<file path="config.mk">
export PLATFORM = sky130hd
export DESIGN_NAME = sig_comp
export DESIGN_NICKNAME = d
export VERILOG_FILES = /design/src/rtl/sig_comp.sv
export SDC_FILE = /design/constraint.sdc
export NUM_CORES = 1
export LEC_CHECK = 0
export BUFFER_PORTS_ARGS = -buffer_cell sky130_fd_sc_hd__buf_2
export CAP_MARGIN = 5
export CORE_MARGIN = 2
export CORE_UTILIZATION = 45
export CTS_CLUSTER_SIZE = 10
export DETAILED_ROUTE_END_ITERATION = 16
export PLACE_DENSITY = 0.76
export SLEW_MARGIN = 20
export SYNTH_ARGS = -nofsm -noshare
export SYNTH_HDL_FRONTEND = slang
export SYNTH_SLANG_ARGS = --single-unit
</file>
<file path="constraint.sdc">
create_clock -name clk -period 2.7 [get_ports clk]
set_input_delay 0.135 -clock clk [delete_from_list [all_inputs] [get_ports clk]]
set_output_delay 0.135 -clock clk [all_outputs]
set_load 0.02 [all_outputs]
</file>
<file path="src/rtl/sig_comp.sv">
// Parametrised SISR/MISR signature compactor with a run-length counter.
// Define SIG_CMP_EN to build the golden-signature comparator (pass/fail).
module sig_comp #(
    parameter int               WIDTH = 8,
    parameter logic [WIDTH-1:0] POLY  = 8'h1D,
    parameter int               LEN   = 16
) (
    input  logic             clk,
    input  logic             rst,
    input  logic             start,
    input  logic             en,
    input  logic             mode,
    input  logic             si,
    input  logic [WIDTH-1:0] pdin,
    input  logic [WIDTH-1:0] seed,
    input  logic [WIDTH-1:0] exp_sig,
    output logic [WIDTH-1:0] sig,
    output logic             busy,
    output logic             done,
    output logic             pass,
    output logic             fail
);

    localparam int CW = $clog2(LEN + 1);

    typedef enum logic [1:0] {
        IDLE = 2'd0,
        RUN  = 2'd1,
        DONE = 2'd2
    } state_t;

    state_t           state_q, state_d;
    logic [WIDTH-1:0] sig_q, sig_d;
    logic [CW-1:0]    cnt_q, cnt_d;
    logic [WIDTH-1:0] din;
    logic [WIDTH-1:0] nxt;
    logic             last_cycle;
    logic             enter_done;

    assign din = mode ? pdin : {{(WIDTH-1){1'b0}}, si};

    // Galois LFSR step: the MSB is fed back into every tap stage.
    generate
        for (genvar gi = 0; gi < WIDTH; gi++) begin : g_stage
            if (gi == 0) begin : g_first
                assign nxt[gi] = (POLY[gi] & sig_q[WIDTH-1]) ^ din[gi];
            end else begin : g_rest
                assign nxt[gi] = sig_q[gi-1] ^ (POLY[gi] & sig_q[WIDTH-1]) ^ din[gi];
            end
        end
    endgenerate

    assign last_cycle = (cnt_q == CW'(LEN - 1));
    assign enter_done = !start && (state_q == RUN) && en && last_cycle;

    always_comb begin
        state_d = state_q;
        sig_d   = sig_q;
        cnt_d   = cnt_q;
        if (start) begin
            state_d = RUN;
            sig_d   = seed;
            cnt_d   = '0;
        end else if (state_q == RUN && en) begin
            sig_d = nxt;
            cnt_d = cnt_q + CW'(1);
            if (last_cycle) begin
                state_d = DONE;
            end
        end
    end

    always_ff @(posedge clk or posedge rst) begin
        if (rst) begin
            state_q <= IDLE;
            sig_q   <= '0;
            cnt_q   <= '0;
        end else begin
            state_q <= state_d;
            sig_q   <= sig_d;
            cnt_q   <= cnt_d;
        end
    end

    assign sig  = sig_q;
    assign busy = (state_q == RUN);
    assign done = (state_q == DONE);

`ifdef SIG_CMP_EN
    logic pass_q, pass_d;
    logic fail_q, fail_d;

    // The verdict is taken from the final signature as it is being written.
    always_comb begin
        pass_d = pass_q;
        fail_d = fail_q;
        if (start) begin
            pass_d = 1'b0;
            fail_d = 1'b0;
        end else if (enter_done) begin
            pass_d = (nxt == exp_sig);
            fail_d = (nxt != exp_sig);
        end
    end

    always_ff @(posedge clk or posedge rst) begin
        if (rst) begin
            pass_q <= 1'b0;
            fail_q <= 1'b0;
        end else begin
            pass_q <= pass_d;
            fail_q <= fail_d;
        end
    end

    assign pass = pass_q;
    assign fail = fail_q;
`else
    logic unused_cmp;
    assign unused_cmp = (^exp_sig) ^ enter_done;
    assign pass       = 1'b0;
    assign fail       = 1'b0;
`endif

endmodule
</file>
==> summary.txt, run 1 <==
Synthesis
  – Largest family of logic cells by synthesized area: simple AND/OR/NAND/NOR gates
  – Synth Area in Adders: 0.0257
  – Synth Area in Simple Gates: 0.227
  – Synth Register Bits: 15
  – Mapped Area: 972 sq um
  – Yosys cell types: 29
  – Synth Area in Compound Gates: 0.175
  – Xor/xnor share of the synthesized area: 0.0952
  – Synth Warn #: 0
  – Syn avg cell area: 10.1 sq um
  – Syn Inst Count: 96
  – Mux share of post-synthesis cell area: 0.0103
  – Sequential cell area fraction in the yosys report: 0.386

Pwr
  – LEAKAGE: 0.534 nW
  – VDD IR-drop max: 0.000258 V
  – Pwr Total: 543 uW
  – Total power per unit cell area: 478 nW/um^2

Floorplan
  – Chip Width: 50.5 um
  – Die outline area: 2550 sq um
  – Row cnt: 16
  – Io pins: 42
  – Die Ht: 50.5 um
  – Initial Util: 0.486
  – Core area: 2000 sq um

Timing
  – Max-slew headroom: 0.622
  – Clk_skew: 0.00418 ns
  – Achievable frequency: 669 MHz
  – Setup slack after layout: 1.20 ns
  – Fin crit period: 1.50 ns
  – TNS Setup: 0 ns
  – Fin. max-slew vios: 0
  – Worst Tran Pin Value: 0.566 ns
  – Post-route clock period utilization: 0.554
  – Final hold vios: 0
  – RSZ-0062 raised after global routing: false
  – Setup-failing EPs final: 0
  – WHS: 0.0618 ns

Min path
  – Hold Path Class: in2reg
  – WHS Path Cells: 3
  – Hold endpoint: sig[5]$_DFFE_PP0P_
  – Hold path start: seed[5]

Final layout
  – Nets: 158
  – Final Core Density: 0.568
  – Commonest non-fill, non-tap cells in the layout: buf_2 (31), dfrtp_1 (15), nand2_1 (10)
  – N_diodes: 0
  – Share of layout cells above drive strength 1: 0.352
  – FILL cells: 196
  – Area Growth Syn to Fin: 17.0%
  – Commonest non-fill, non-tap cell in the layout: buf_2

Route
  – Vias per cell: 5.25
  – 1st-iter DRT viols: 8
  – WL final: 1940 um
  – Drt wl/cell: 12.8 um
  – Total number of vias: 798
  – # DRC: 0
  – Drt pass-1 iters: 4
  – Antenna Nets Post-Route: 0

Critical path
  – Worst R2R Start: state_q[1]$_DFFE_PP0P_
  – FF-to-FF End: sig[4]$_DFFE_PP0P_
  – CP arrival: 1.66 ns
  – R2R depth: 3
  – Worst setup path start: state_q[1]$_DFFE_PP0P_
  – CP Launch Type: flop
  – Flop-to-flop setup slack: 1.20 ns
  – CP Class: reg2reg
  – Worst Setup End Kind: flop
  – CP required: 2.87 ns
  – CP max FO: 14

Run
  – MaxCap Viol Count: 0

Global routing
  – First-pass GRT wire length: 3490 um
  – Vias in the first global route: 821
  – Grt ovf: 0
  – Antenna violations before repair: 0
  – Total Routing Usage GR: 0.186
  – Largest net degree at the start of global routing: 25

Clocking
  – TritonCTS buffer count: 3
  – Post-CTS Hold Buffers: 1
  – CTS tree: done
  – Clk sinks: 15
  – Setup bufs post-CTS: 0
  – Clock Tree Buf Depth: 2
  – Clk_lat worst skew: 0.28 ns
  – Root buf cell: clkbuf_4
  – Clk slew on worst S/H paths: 0.08 ns
  – H-tree depth: 1
  – Post-CTS sizing: 0

Place
  – Final HPWL DP: 1450 um
  – GPL Wtd Cong: 0.783
  – Number of port buffers: 31
  – Place WS: 1.19 ns

Status
  – Status: finished clean
-- stage by stage --
stage          std cells  instance area, sq um
2_1_floorplan         97                   976
3_3_place_gp         147                  1100
3_5_place_dp         147                  1100
4_1_cts              152                  1140
5_1_grt              152                  1140
6_report             152                  1140
-- critical path, cell delays in order, from the launching register on --
cell	delay, ns
dfrtp_1	0.41
and3b_1	0.58
nor3b_1	0.11
a221o_1	0.28
-- registers in the layout, indices dropped and copies added, names as in the netlist --
| register | flops |
|---|---|
| cnt_q | 5 |
| sig | 8 |
| state_q | 2 |
-- layer usage --
metal / wire, um / vias up / track usage
met3: 105 / 4 / 0.0446
met4: 29 / 0 / 0.0991
met5: 0 / - / 0
li1: - / 385 / -
met1: 834 / 381 / 0.202
met2: 972 / 28 / 0.331
-- report_power, final --
group	switching [mW]	total, mW	internal, mW
sequential	0.0230	0.266	0.243
combinational	0.0788	0.149	0.0702
clock	0.0708	0.128	0.0573
total	0.173	0.543	0.371
-- final cells by class --
type	count	area, sq um	area share
tap	27	33.8	0.0297
sequential	15	375	0.330
clock buffer	4	26.3	0.0231
multi-input combinational	71	526	0.462
timing repair buffer	32	165	0.145
inverter	3	11.3	0.00990
-- cells by family after synthesis --
family,Yosys count
buffers and inverters,11
muxes,1
and+or+nand+nor,38
AOI/OAI and AO/OA,20
adders and majority gates,2
other,1
xor gates and xnor gates,8
DFF,15
-- how the worst max path moves through the flow --
stage                          to
3_3_place_gp   sig[4]$_DFFE_PP0P_
4_1_cts        sig[4]$_DFFE_PP0P_
6_report       sig[4]$_DFFE_PP0P_
3_5_place_dp   sig[2]$_DFFE_PP0P_
2_1_floorplan  sig[2]$_DFFE_PP0P_
5_1_grt        sig[4]$_DFFE_PP0P_
-- synth_stat cells --
cell,instances,area share
dfrtp_1,15,0.39
nand2_1,10,0.039
nor2_1,7,0.027
and3b_1,5,0.045
xnor2_1,5,0.045
a21boi_0,4,0.031
a21oi_1,4,0.021
a221o_1,4,0.041
nor3_1,4,0.021
nor3b_1,4,0.031
o31ai_2,4,0.051
buf_2,3,0.015
buf_4,3,0.023
inv_1,3,0.012
xor2_2,3,0.050
ha_1,2,0.026
nor2b_1,2,0.013
o21ai_0,2,0.010
or3_1,2,0.013
a211oi_2,1,0.013
a21o_1,1,0.0077
and3_1,1,0.0064
buf_6,1,0.012
buf_8,1,0.015
conb_1,1,0.0039
mux2i_1,1,0.010
nand3_1,1,0.0051
nand3b_4,1,0.021
nor2_2,1,0.0064
No activity file was read; power rests on OpenSTA's default activity.
==> run 2: changes to the inputs <==
==> constraint.sdc (replaced) <==
create_clock -name clk -period 1.5 [get_ports clk]
set_input_delay 0.075 -clock clk [delete_from_list [all_inputs] [get_ports clk]]
set_output_delay 0.075 -clock clk [all_outputs]
set_load 0.02 [all_outputs]
==> run 2 against run 1 <==
Net effect:
- flip-flop and latch count stayed put
- worst setup slack worse by 1.1 ns
- first-iteration DRC count is 13% higher
- design area grew 3.3%
- cell count is 2.6% higher
- combinational power increased by 87%
- sequential power is 80% higher
- sequential share of layout area shrank 1.1 points
- non-clock buffer count increased by 4
==> summary.txt, run 2 (same netlist as run 1, synthesis figures left out) <==
Status
  – Status: finished clean (unchanged)

Route
  – # DRC: 0 (unchanged)
  – Drt wl/cell: 12.8 um (about the same)
  – WL final: 2000 um (was 1940 um)
  – Vias per cell: 5.10 (was 5.25)
  – Drt pass-1 iters: 4 (unchanged)
  – Antenna Nets Post-Route: 0 (unchanged)
  – Total number of vias: 795 (was 798)
  – 1st-iter DRT viols: 9 (was 8)

Final layout
  – Nets: 162 (was 158)
  – Final Non-Filler Cells: 156 (was 152)
  – FILL cells: 185 (was 196)
  – Share of layout cells above drive strength 1: 0.349 (was 0.352)
  – Max reg flops: 8 (unchanged)
  – Storage element area: 375 sq um (unchanged)
  – Design area: 1170 sq um (was 1140 sq um)
  – Commonest non-fill, non-tap cells in the layout: buf_2 (31), dfrtp_1 (15), nand2_1 (10) (unchanged)
  – N_diodes: 0 (unchanged)
  – Multi-input logic area: 526 sq um (unchanged)
  – Area Growth Syn to Fin: 20.8% (was 17.0%)
  – Commonest non-fill, non-tap cell in the layout: buf_2 (unchanged)

Place
  – GPL Wtd Cong: 0.763 (was 0.783)
  – Placed instance count: 148 (was 147)
  – Final HPWL DP: 1530 um (was 1450 um)
  – Number of port buffers: 31 (unchanged)
  – Placement Cell Area: 1110 sq um (was 1100 sq um)
  – Place WS: 0.133 ns (was 1.19 ns)

Pwr
  – Pint: 674 uW (was 371 uW)
  – Clock share of power: 0.236 (about the same)
  – Total power per unit cell area: 844 nW/um^2 (was 478 nW/um^2)
  – Sequential Power Share: 0.483 (was 0.490)
  – LEAKAGE: 0.551 nW (was 0.534 nW)
  – P_sw: 317 uW (was 173 uW)
  – Switching Fraction: 0.320 (was 0.318)
  – VDD IR-drop max: 0.000541 V (was 0.000258 V)
  – Combinational share of power: 0.281 (was 0.274)

Timing
  – Final hold vios: 0 (unchanged)
  – Setup-failing EPs final: 0 (unchanged)
  – Clk_skew: 0.00687 ns (was 0.00418 ns)
  – Max-slew headroom: 0.625 (was 0.622)
  – Fin. max-slew vios: 0 (unchanged)
  – Post-route clock period utilization: 0.917 (was 0.554)
  – WHS: 0.00958 ns (was 0.0618 ns)
  – Worst Tran Pin Value: 0.562 ns (was 0.566 ns)
  – RSZ-0062 raised after global routing: false (unchanged)
  – Fin crit period: 1.38 ns (was 1.50 ns)
  – TNS Setup: 0 ns (unchanged)
  – Setup slack after layout: 0.124 ns (was 1.20 ns)
  – Achievable frequency: 727 MHz (was 669 MHz)

Clocking
  – CTS tree: done (unchanged)
  – Setup bufs post-CTS: 0 (unchanged)
  – H-tree depth: 1 (unchanged)
  – Clk sinks: 15 (unchanged)
  – Clock Tree Buf Depth: 2 (unchanged)
  – TritonCTS buffer count: 3 (unchanged)
  – Clk slew on worst S/H paths: 0.09 ns (was 0.08 ns)
  – Clk_lat worst skew: 0.28 ns (about the same)
  – Root buf cell: clkbuf_4 (unchanged)

Run
  – MaxCap Viol Count: 0 (unchanged)

Critical path
  – CP Launch Type: flop (unchanged)
  – Worst R2R Start: state_q[1]$_DFFE_PP0P_ (unchanged)
  – CP max FO: 9 (was 14)
  – R2R depth: 4 (was 3)
  – CP arrival: 1.56 ns (was 1.66 ns)
  – FF-to-FF End: state_q[0]$_DFFE_PP0P_ (was sig[4]$_DFFE_PP0P_)
  – Worst Setup End Kind: flop (unchanged)
  – CP required: 1.68 ns (was 2.87 ns)
  – CP Class: reg2reg (unchanged)
  – Flop-to-flop setup slack: 0.12 ns (was 1.20 ns)

Floorplan
  – Initial Util: 0.486 (unchanged)
  – Chip Width: 50.5 um (unchanged)
  – Core area: 2000 sq um (unchanged)
  – Die outline area: 2550 sq um (unchanged)
  – Die Ht: 50.5 um (unchanged)
  – Row cnt: 16 (unchanged)
  – Io pins: 42 (unchanged)

Global routing
  – Antenna violations before repair: 0 (unchanged)
  – First-pass GRT wire length: 3520 um (was 3490 um)
  – Vias in the first global route: 807 (was 821)
  – Grt ovf: 0 (unchanged)
  – Total Routing Usage GR: 0.183 (was 0.186)
  – Largest net degree at the start of global routing: 25 (unchanged)

Min path
  – Hold endpoint: sig[7]$_DFFE_PP0P_ (was sig[5]$_DFFE_PP0P_)
  – Hold Path Class: in2reg (unchanged)
  – Hold path start: seed[7] (was seed[5])
  – WHS Path Cells: 3 (unchanged)
## run 2: worst max-delay path, stage by stage (launching register included)
cell	delay (ns)
dfrtp_1	0.42
and3b_1	0.39
buf_4	0.23
nand2_1	0.07
a21o_1	0.17
## run 2: power groups by stage
stage | logic (mW) | clock network, mW | registers [mW]
after floorplan | 0.180 | 0 | 0.507
after global placement | 0.266 | 0 | 0.484
after detailed placement | 0.274 | 0 | 0.486
after CTS | 0.282 | 0.238 | 0.479
after global routing | 0.306 | 0.255 | 0.485
final | 0.279 | 0.233 | 0.479
## run 2: worst max path at each step
stage          slack, ns                     end  cells past startpoint              startpoint
6_report            0.12  state_q[0]$_DFFE_PP0P_                      4  state_q[1]$_DFFE_PP0P_
5_1_grt             0.03  state_q[0]$_DFFE_PP0P_                      4  state_q[1]$_DFFE_PP0P_
3_3_place_gp        0.15  state_q[0]$_DFFE_PP0P_                      4  state_q[1]$_DFFE_PP0P_
2_1_floorplan       0.17      sig[2]$_DFFE_PP0P_                      4      sig[7]$_DFFE_PP0P_
3_5_place_dp        0.13  state_q[0]$_DFFE_PP0P_                      4  state_q[1]$_DFFE_PP0P_
4_1_cts             0.12  state_q[0]$_DFFE_PP0P_                      4  state_q[1]$_DFFE_PP0P_
## run 2: cell type report
| type | instances | area share |
|---|---|---|
| multi-input cells | 71 | 0.447 |
| flip-flops and latches | 15 | 0.319 |
| repair buffers | 36 | 0.173 |
| well taps | 27 | 0.0288 |
| clock buffers | 4 | 0.0224 |
| inverters | 3 | 0.00958 |
## run 2: repair_timing
action / in CTS / in global routing
resized for setup: 0 / 0
endpoints found under the setup margin: 0 / 0
hold endpoints to repair: 18 / 0
hold buffers: 4 / 0
## run 2: stage by stage
| step | total power, mW | utilization |
|---|---|---|
| after detailed placement | 0.760 | 0.554 |
| final | 0.991 | 0.587 |
| after global routing | 1.05 | 0.587 |
| after CTS | 0.999 | 0.587 |
| after floorplan | 0.688 | - |
| after global placement | 0.750 | 0.554 |
## run 2: metal layers
| layer | GRT usage | routed length (um) |
|---|---|---|
| met5 | 0 | 0 |
| met4 | 0.0541 | 10 |
| met3 | 0.0357 | 113 |
| met1 | 0.223 | 856 |
| met2 | 0.325 | 1020 |
